File: config.mk
export PLATFORM = sky130hd
export DESIGN_NAME = load_store_unit_flat
export DESIGN_NICKNAME = d
export VERILOG_FILES = /design/src/rtl/riscv_pkg.sv /design/src/rtl/load_store_unit_if.sv /design/src/rtl/load_extend.sv /design/src/rtl/load_store_unit.sv /design/src/flat_wrapper.sv
export SDC_FILE = /design/constraint.sdc
export NUM_CORES = 1
export LEC_CHECK = 0
export ABC_AREA = 1
export CAP_MARGIN = 5
export CELL_PAD_IN_SITES_DETAIL_PLACEMENT = 1
export CELL_PAD_IN_SITES_GLOBAL_PLACEMENT = 1
export CORE_ASPECT_RATIO = 0.6
export CORE_MARGIN = 2
export CORE_UTILIZATION = 31
export CTS_CLUSTER_DIAMETER = 30
export DETAILED_ROUTE_END_ITERATION = 10
export PLACE_DENSITY = 0.78
export REMOVE_ABC_BUFFERS = 1
export SYNTH_ARGS = -nofsm -noshare
export SYNTH_HDL_FRONTEND = slang
export SYNTH_SLANG_ARGS = --single-unit
File: constraint.sdc
create_clock -name clk -period 2.6 [get_ports clk]
set_input_delay 0.78 -clock clk [delete_from_list [all_inputs] [get_ports clk]]
set_output_delay 0.78 -clock clk [all_outputs]
set_load 0.02 [all_outputs]
File: src/rtl/riscv_pkg.sv
// ----------------------------------------------------------------------------
// riscv_pkg
// Shared definitions for the load/store unit:
//   - lsu_state_e   : FSM states of the load/store sequencer
//   - F3_*          : funct3 encodings for access size and sign
//   - access_illegal / access_misaligned : request qualification helpers
// ----------------------------------------------------------------------------
package riscv_pkg;

    typedef enum logic [1:0] {
        IDLE = 2'd0,
        REQ  = 2'd1,
        WAIT = 2'd2,
        RESP = 2'd3
    } lsu_state_e;

    localparam logic [2:0] F3_B  = 3'b000;
    localparam logic [2:0] F3_H  = 3'b001;
    localparam logic [2:0] F3_W  = 3'b010;
    localparam logic [2:0] F3_BU = 3'b100;
    localparam logic [2:0] F3_HU = 3'b101;

    // A simultaneous load+store, a store with an unsigned or undefined size,
    // or a load with an undefined size cannot be executed.
    function automatic logic access_illegal(input logic       rd,
                                            input logic       wr,
                                            input logic [2:0] f3);
        logic bad;
        bad = rd & wr;
        if (wr && !(f3 == F3_B || f3 == F3_H || f3 == F3_W)) begin
            bad = 1'b1;
        end
        if (rd && (f3 == 3'b011 || f3 == 3'b110 || f3 == 3'b111)) begin
            bad = 1'b1;
        end
        return bad;
    endfunction

    // Halfwords need an even address, words a 4-byte aligned address.
    function automatic logic access_misaligned(input logic [2:0] f3,
                                               input logic [1:0] off);
        logic mis;
        case (f3)
            F3_H, F3_HU: mis = off[0];
            F3_W:        mis = (off != 2'b00);
            default:     mis = 1'b0;
        endcase
        return mis;
    endfunction

endpackage

File: src/rtl/load_store_unit_if.sv
// ----------------------------------------------------------------------------
// load_store_unit_if
// Data-memory request/response bus between the load/store unit and memory.
//   dmem_req    : request valid, held until dmem_gnt
//   dmem_we     : 1 = write, 0 = read
//   dmem_addr   : word-aligned byte address
//   dmem_wdata  : store data, already lane-replicated
//   dmem_be     : byte enables (all ones for reads)
//   dmem_gnt    : memory accepts the request this cycle
//   dmem_rvalid : read data valid (earliest the cycle after dmem_gnt)
//   dmem_rdata  : raw read word
// Modports: master = load/store unit side, slave = memory side.
// ----------------------------------------------------------------------------
interface load_store_unit_if #(
    parameter int D_WIDTH = 32
);
    logic               dmem_req;
    logic               dmem_we;
    logic [D_WIDTH-1:0] dmem_addr;
    logic [D_WIDTH-1:0] dmem_wdata;
    logic [3:0]         dmem_be;
    logic               dmem_gnt;
    logic               dmem_rvalid;
    logic [D_WIDTH-1:0] dmem_rdata;

    modport master (
        output dmem_req, dmem_we, dmem_addr, dmem_wdata, dmem_be,
        input  dmem_gnt, dmem_rvalid, dmem_rdata
    );

    modport slave (
        input  dmem_req, dmem_we, dmem_addr, dmem_wdata, dmem_be,
        output dmem_gnt, dmem_rvalid, dmem_rdata
    );
endinterface

File: src/rtl/load_extend.sv
// ----------------------------------------------------------------------------
// load_extend
// Combinational load formatter: picks the addressed byte/half lane out of a
// raw memory word and sign- or zero-extends it according to funct3.
//   funct3_i   : access size/sign (B, H, W, BU, HU)
//   byte_off_i : address bits [1:0] of the access
//   word_i     : raw word returned by memory
//   data_o     : extended load result
// ----------------------------------------------------------------------------
module load_extend
    import riscv_pkg::*;
#(
    parameter int D_WIDTH = 32
) (
    input  logic [2:0]         funct3_i,
    input  logic [1:0]         byte_off_i,
    input  logic [D_WIDTH-1:0] word_i,
    output logic [D_WIDTH-1:0] data_o
);

    logic [7:0]  byte_lane;
    logic [15:0] half_lane;

    always_comb begin
        // NOTE: every variable written here gets a value on every path
        // (defaults first), otherwise synthesis infers a latch.
        byte_lane = 8'(word_i >> {byte_off_i, 3'b000});
        // The half lane is chosen by address bit 1 only; bit 0 is known to be
        // zero for any halfword access that got past the alignment check.
        half_lane = 16'(word_i >> {byte_off_i[1], 4'b0000});
        data_o    = word_i;

        case (funct3_i)
            F3_B:    data_o = {{(D_WIDTH-8){byte_lane[7]}}, byte_lane};
            F3_H:    data_o = {{(D_WIDTH-16){half_lane[15]}}, half_lane};
            F3_BU:   data_o = {{(D_WIDTH-8){1'b0}}, byte_lane};
            F3_HU:   data_o = {{(D_WIDTH-16){1'b0}}, half_lane};
            default: data_o = word_i;
        endcase
    end

endmodule

File: src/rtl/load_store_unit.sv
// ----------------------------------------------------------------------------
// load_store_unit
// Sequences one execute-stage load or store onto a simple req/gnt/rvalid
// data-memory bus, stalling the pipeline while the access is in flight.
//   clk, rst_n           : clock, asynchronous active-low reset
//   memread, memwrite    : execute-stage instruction is a load / store
//   funct3               : access size and sign
//   aluout               : effective byte address
//   regop2               : store data
//   stall                : hold PC and upstream stages
//   rdata, rdata_valid   : extended load result and its one-cycle strobe
//   fault                : misaligned or illegal access rejected (IDLE only)
//   dmem                 : data-memory bus (master side)
// Flow: IDLE -accept-> REQ -gnt-> (store) RESP / (load) WAIT -rvalid-> RESP
//       -> IDLE. A request present while in RESP is not taken; the pipeline
//       advances in that cycle because stall is low.
// ----------------------------------------------------------------------------
module load_store_unit
    import riscv_pkg::*;
#(
    parameter int D_WIDTH = 32
) (
    input  logic               clk,
    input  logic               rst_n,
    input  logic               memread,
    input  logic               memwrite,
    input  logic [2:0]         funct3,
    input  logic [D_WIDTH-1:0] aluout,
    input  logic [D_WIDTH-1:0] regop2,
    output logic               stall,
    output logic [D_WIDTH-1:0] rdata,
    output logic               rdata_valid,
    output logic               fault,
    load_store_unit_if.master  dmem
);

    lsu_state_e         state_q;
    logic [D_WIDTH-1:0] addr_q;
    logic [2:0]         funct3_q;
    logic               we_q;
    logic [D_WIDTH-1:0] wdata_q;
    logic [3:0]         be_q;
    logic               req_q;
    logic [D_WIDTH-1:0] rdata_q;
    logic               rdata_valid_q;

    logic [D_WIDTH-1:0] wdata_d;
    logic [3:0]         be_d;
    logic [D_WIDTH-1:0] load_ext;

    logic mem_access;
    logic bad_access;
    logic idle_live;
    logic accept;

    // ------------------------------------------------------------------
    // Request qualification. fault and the IDLE part of stall are
    // combinational so the pipeline reacts in the same cycle; both are
    // gated by rst_n so they read low while reset is held.
    // ------------------------------------------------------------------
    always_comb begin
        mem_access = memread | memwrite;
        bad_access = access_illegal(memread, memwrite, funct3)
                   | access_misaligned(funct3, aluout[1:0]);
        idle_live  = rst_n && (state_q == IDLE) && mem_access;
        accept     = idle_live && !bad_access;
    end

    assign fault = idle_live && bad_access;
    assign stall = accept || (state_q == REQ) || (state_q == WAIT);

    // ------------------------------------------------------------------
    // Store formatting: data is replicated across all lanes and the byte
    // enables select the addressed lane(s). Loads read the whole word.
    // ------------------------------------------------------------------
    always_comb begin
        be_d    = 4'b1111;
        wdata_d = '0;
        if (memwrite) begin
            case (funct3)
                F3_B: begin
                    be_d    = 4'b0001 << aluout[1:0];
                    wdata_d = {(D_WIDTH/8){regop2[7:0]}};
                end
                F3_H: begin
                    be_d    = 4'b0011 << {aluout[1], 1'b0};
                    wdata_d = {(D_WIDTH/16){regop2[15:0]}};
                end
                default: begin
                    be_d    = 4'b1111;
                    wdata_d = regop2;
                end
            endcase
        end
    end

    load_extend #(
        .D_WIDTH (D_WIDTH)
    ) u_load_extend (
        .funct3_i   (funct3_q),
        .byte_off_i (addr_q[1:0]),
        .word_i     (dmem.dmem_rdata),
        .data_o     (load_ext)
    );

    // ------------------------------------------------------------------
    // Sequencer. Bus request and rdata_valid are registered so they are
    // glitch-free and stable for the whole cycle.
    // ------------------------------------------------------------------
    // NOTE: sequential state uses non-blocking (<=) assignments so every
    // register samples pre-edge values regardless of statement order.
    always_ff @(posedge clk or negedge rst_n) begin
        if (!rst_n) begin
            // NOTE: the latched request payload is reset along with the FSM
            // so an abandoned transaction leaves nothing behind on the bus.
            state_q       <= IDLE;
            addr_q        <= '0;
            funct3_q      <= '0;
            we_q          <= 1'b0;
            wdata_q       <= '0;
            be_q          <= '0;
            req_q         <= 1'b0;
            rdata_q       <= '0;
            rdata_valid_q <= 1'b0;
        end else begin
            case (state_q)
                IDLE: begin
                    rdata_valid_q <= 1'b0;
                    if (accept) begin
                        addr_q   <= aluout;
                        funct3_q <= funct3;
                        we_q     <= memwrite;
                        wdata_q  <= wdata_d;
                        be_q     <= be_d;
                        req_q    <= 1'b1;
                        state_q  <= REQ;
                    end
                end

                REQ: begin
                    if (dmem.dmem_gnt) begin
                        req_q   <= 1'b0;
                        state_q <= we_q ? RESP : WAIT;
                    end
                end

                WAIT: begin
                    if (dmem.dmem_rvalid) begin
                        rdata_q       <= load_ext;
                        rdata_valid_q <= 1'b1;
                        state_q       <= RESP;
                    end
                end

                RESP: begin
                    rdata_valid_q <= 1'b0;
                    state_q       <= IDLE;
                end

                default: begin
                    req_q         <= 1'b0;
                    rdata_valid_q <= 1'b0;
                    state_q       <= IDLE;
                end
            endcase
        end
    end

    assign dmem.dmem_req   = req_q;
    assign dmem.dmem_we    = we_q;
    assign dmem.dmem_addr  = {addr_q[D_WIDTH-1:2], 2'b00};
    assign dmem.dmem_wdata = wdata_q;
    assign dmem.dmem_be    = be_q;

    assign rdata       = rdata_q;
    assign rdata_valid = rdata_valid_q;

endmodule

File: src/flat_wrapper.sv
// flat-port wrapper written by rule: the top's interface ports become plain ports
module load_store_unit_flat import riscv_pkg::*;
#(
    parameter int D_WIDTH = 32
)
  (clk, rst_n, memread, memwrite, funct3, aluout, regop2, stall, rdata, rdata_valid, fault, dmem_dmem_req, dmem_dmem_we, dmem_dmem_addr, dmem_dmem_wdata, dmem_dmem_be, dmem_dmem_gnt, dmem_dmem_rvalid, dmem_dmem_rdata);
  load_store_unit_if #(.D_WIDTH(D_WIDTH)) dmem_i ();
  input  logic clk;
  input  logic rst_n;
  input  logic memread;
  input  logic memwrite;
  input  logic [2:0] funct3;
  input  logic [D_WIDTH-1:0] aluout;
  input  logic [D_WIDTH-1:0] regop2;
  output logic stall;
  output logic [D_WIDTH-1:0] rdata;
  output logic rdata_valid;
  output logic fault;
  output wire logic [$bits(dmem_i.dmem_req)-1:0] dmem_dmem_req;
  output wire logic [$bits(dmem_i.dmem_we)-1:0] dmem_dmem_we;
  output wire logic [$bits(dmem_i.dmem_addr)-1:0] dmem_dmem_addr;
  output wire logic [$bits(dmem_i.dmem_wdata)-1:0] dmem_dmem_wdata;
  output wire logic [$bits(dmem_i.dmem_be)-1:0] dmem_dmem_be;
  input wire logic [$bits(dmem_i.dmem_gnt)-1:0] dmem_dmem_gnt;
  input wire logic [$bits(dmem_i.dmem_rvalid)-1:0] dmem_dmem_rvalid;
  input wire logic [$bits(dmem_i.dmem_rdata)-1:0] dmem_dmem_rdata;
  assign dmem_dmem_req = dmem_i.dmem_req;
  assign dmem_dmem_we = dmem_i.dmem_we;
  assign dmem_dmem_addr = dmem_i.dmem_addr;
  assign dmem_dmem_wdata = dmem_i.dmem_wdata;
  assign dmem_dmem_be = dmem_i.dmem_be;
  assign dmem_i.dmem_gnt = dmem_dmem_gnt;
  assign dmem_i.dmem_rvalid = dmem_dmem_rvalid;
  assign dmem_i.dmem_rdata = dmem_dmem_rdata;
  load_store_unit #(.D_WIDTH(D_WIDTH)) u_core (.clk(clk), .rst_n(rst_n), .memread(memread), .memwrite(memwrite), .funct3(funct3), .aluout(aluout), .regop2(regop2), .stall(stall), .rdata(rdata), .rdata_valid(rdata_valid), .fault(fault), .dmem(dmem_i));
endmodule
==> results.toml, run 1 <==
[outcome]
status = "finished, final reports clean"

[floorplanning]
io_pins = 210
start_util_pct = 31.7
rows = 37
coreArea_um2 = 17100
die_area_um2 = 18600
die_h_um = 106
die_x_um = 175

[setup_path]
ff2ff_path_depth = 10
ff2ff_setup_slack_ns = 0.45
start_kind = "input port"
crit_path_end = "stall"
crit_required_ns = 1.82
criticalPathCategory = "in2out"
end_kind = "output port"
rr_endpoint = "u_core.addr_q[28]"
rr_startpoint = "u_core.state_q[1]"
critPathLaunch = "funct3[2]"
crit_fanout = 3
worst-endpoint-arrival_ns = 1.70

[final_layout]
final_cell_mix = "265 x nand2_1, 197 x clkdlybuf4s50_1, 108 x dfrtp_1, 63 x o21ai_0, 42 x inv_1"
area_delta_synth_final_pct = 46.3
drive_gt1_share_pct = 8.06
final_common_cell = "nand2_1"
diodes = 0
nets = 985
final_util_pct = 46.3

[global_routing]
overflow = 0
grt_pass1_vias = 5256
grt_max_degree = 76
grt_pass1_wl_um = 29700
antenna_found_initial = 0
track_usage_pct = 20.4

[clocking]
hold_buffers = 0
cts_root_buffer = "clkbuf_16"
clock_latency_ns = 0.35
htreeDepth = 3
cts.sinks = 108
path_clk_slew_ns = 0.07
clk_path_buf_depth = 2
cts_tree = "yes"
cts_setup_buffers = 0
cts_buffers = 9

[sta]
period_share_pct = 95.4
hold_viol_final = 0
rsz0062_at_grt = "false"
slew_headroom_pct = 43.8
timing.setup.tns_ns = 0
worstMarginPinSlew_ns = 0.844
maxSlewViolCount = 0
fmax_mhz = 403
setup_viol = 0
fin_worst_skew_ns = 0.00842
fin_crit_ns = 2.48
holdWs_ns = 0.481

[flow_run]
cap_violations = 0

[detailed_routing]
drt_iter0_markers = 328
drc_errors = 0
post_drt_wl_per_cell_um = 16.8
wl_met3_um = 758
via_count = 5167
via_per_inst = 4.63
top_layer_used = "met4"
drtPass1Iterations = 4
wl_met2_um = 8010
wirelength_um = 18700
ant_nets = 0
wl_met1_um = 9820

[synthesis]
ys_seq_elements = 108
synth_area_um2 = 5420
postSynthCellCount = 692
synth-seq-area-share_pct = 49.8
yosysWarningCount = 0
synth_area_per_cell_um2 = 7.84
synth_cell_types = 33

[placed_design]
io_buffers = 207
gp_congestion = 0.781
hpwl_um = 14200

[power]
max-vdd-ir-drop_uv = 422
p_total_uw = 9380
p_per_area_nw_per_um2 = 1180
leakage_uw = 0.00375

[hold_path]
hold_start = "u_core.dmem.dmem_wdata[19]"
holdCritPathClass = "reg2reg"
logic make-up (layout without fill, tap and decap cells):
group	after synthesis	in the layout	share of synthesized area (%)
other	1	2	0.0692
AND/OR/NAND/NOR	321	321	23.5
buffers and inverters	115	303	11.3
flip-flops	108	108	49.8
adder cells (fa/ha/maj)	4	4	0.923
multiplexers	1	1	0.185
AO/OA/AOI/OAI	142	142	14.2
synthesized netlist by cell type:
cell      count  area, um2
nand4_4       1       21.3
nand2_1     266        998
conb_1        1       3.75
o31ai_1       1       7.51
a21oi_1      39        195
buf_1         2       7.51
a41oi_1       1       8.76
nand4_1       2       12.5
dfrtp_1     108       2700
a21oi_2       1       8.76
clkbuf_1     11       41.3
nor2_1       31        116
o21ai_0      63        315
clkinv_1      1       3.75
nor3_1        1       5.00
inv_2         3       11.3
o211ai_1      3       22.5
o22ai_1      17        106
buf_6         6       67.6
a31oi_1       1       6.26
ha_1          4       50.1
nand3_2       1       10.0
mux2i_1       1       10.0
buf_4        32        240
o21ai_2       5       43.8
inv_1        46        173
nand2_2       3       18.8
buf_2        14       70.1
or2_2         1       6.26
nand3b_1      1       7.51
o21ai_1      11       55.1
nor2_4        1       11.3
nand3_1      13       65.1
power by group:
| group | switching (uW) | internal [uW] | total, uW |
|---|---|---|---|
| Combinational | 2790 | 2190 | 4980 |
| Sequential | 504 | 2480 | 2980 |
| Clock | 656 | 764 | 1420 |
| Total | 3950 | 5430 | 9380 |
per-layer routing:
layer  vias up  GRT usage (%)
met2       119           29.9
li1       2543              -
met3        11           4.01
met1      2494           31.1
met5         -              0
met4         0           3.87
registers in the layout (all words and copies together) (netlist names):
name and count:
u_core.state_q 2, u_core.dmem.dmem_req 1, u_core.rdata 32, u_core.rdata_valid 1, u_core.dmem.dmem_wdata 32, u_core.dmem.dmem_be 4, u_core.addr_q 32, u_core.dmem.dmem_we 1
u_core.funct3_q 3
timing repair:
item | CTS | global route
pin swaps | 4 | 1
setup endpoints to repair | 67 | 42
resized for setup | 26 | 4
worst max-delay path, cell delays in order:
cell	delay, ns
dlygate4sd2_1	0.26
inv_2	0.07
nand2_1	0.05
nand2_1	0.06
nand3_2	0.11
nand4_4	0.13
nand3_2	0.10
buf_6	0.14
metrics by stage:
step / area (um2) / instances / setup WS, ns
2_1_floorplan: 5000 / 628 / -0.279
6_report: 7930 / 1115 / 0.120
3_3_place_gp: 7620 / 1099 / -0.588
3_5_place_dp: 7620 / 1099 / -0.664
4_1_cts: 7930 / 1115 / 0.0363
5_1_grt: 7930 / 1115 / 0.00644
layout make-up:
type                    instances  area, um2
clock buffers                  11        233
fillers                      2087       9200
clock inverters                 5       67.6
repair buffers                237       2320
multi-input cells             470       2130
flip-flops and latches        108       2700
well taps                     234        293
inverters                      50        188
how the worst min path moves through the flow:
| stage | end | cells past startpoint | slack [ns] |
|---|---|---|---|
| floorplan | u_core.funct3_q[2] | 2 | 0.47 |
| global placement | u_core.addr_q[22] | 2 | 0.46 |
| detailed placement | u_core.addr_q[5] | 2 | 0.47 |
| CTS | u_core.dmem.dmem_wdata[19] | 2 | 0.49 |
| global route | u_core.addr_q[14] | 2 | 0.51 |
| finish | u_core.dmem.dmem_wdata[19] | 2 | 0.48 |
(Power assumes the default switching activity.)
==> run 2, diff against run 1 <==
--- a/config.mk
+++ b/config.mk
@@ -14,6 +14,7 @@
 export CORE_UTILIZATION = 31
 export CTS_CLUSTER_DIAMETER = 30
 export DETAILED_ROUTE_END_ITERATION = 10
+export HOLD_SLACK_MARGIN = 0.05
 export PLACE_DENSITY = 0.78
 export REMOVE_ABC_BUFFERS = 1
 export SYNTH_ARGS = -nofsm -noshare
==> results of run 2 <==
The final DEF is identical to that of run 1; final timing and power are the same.
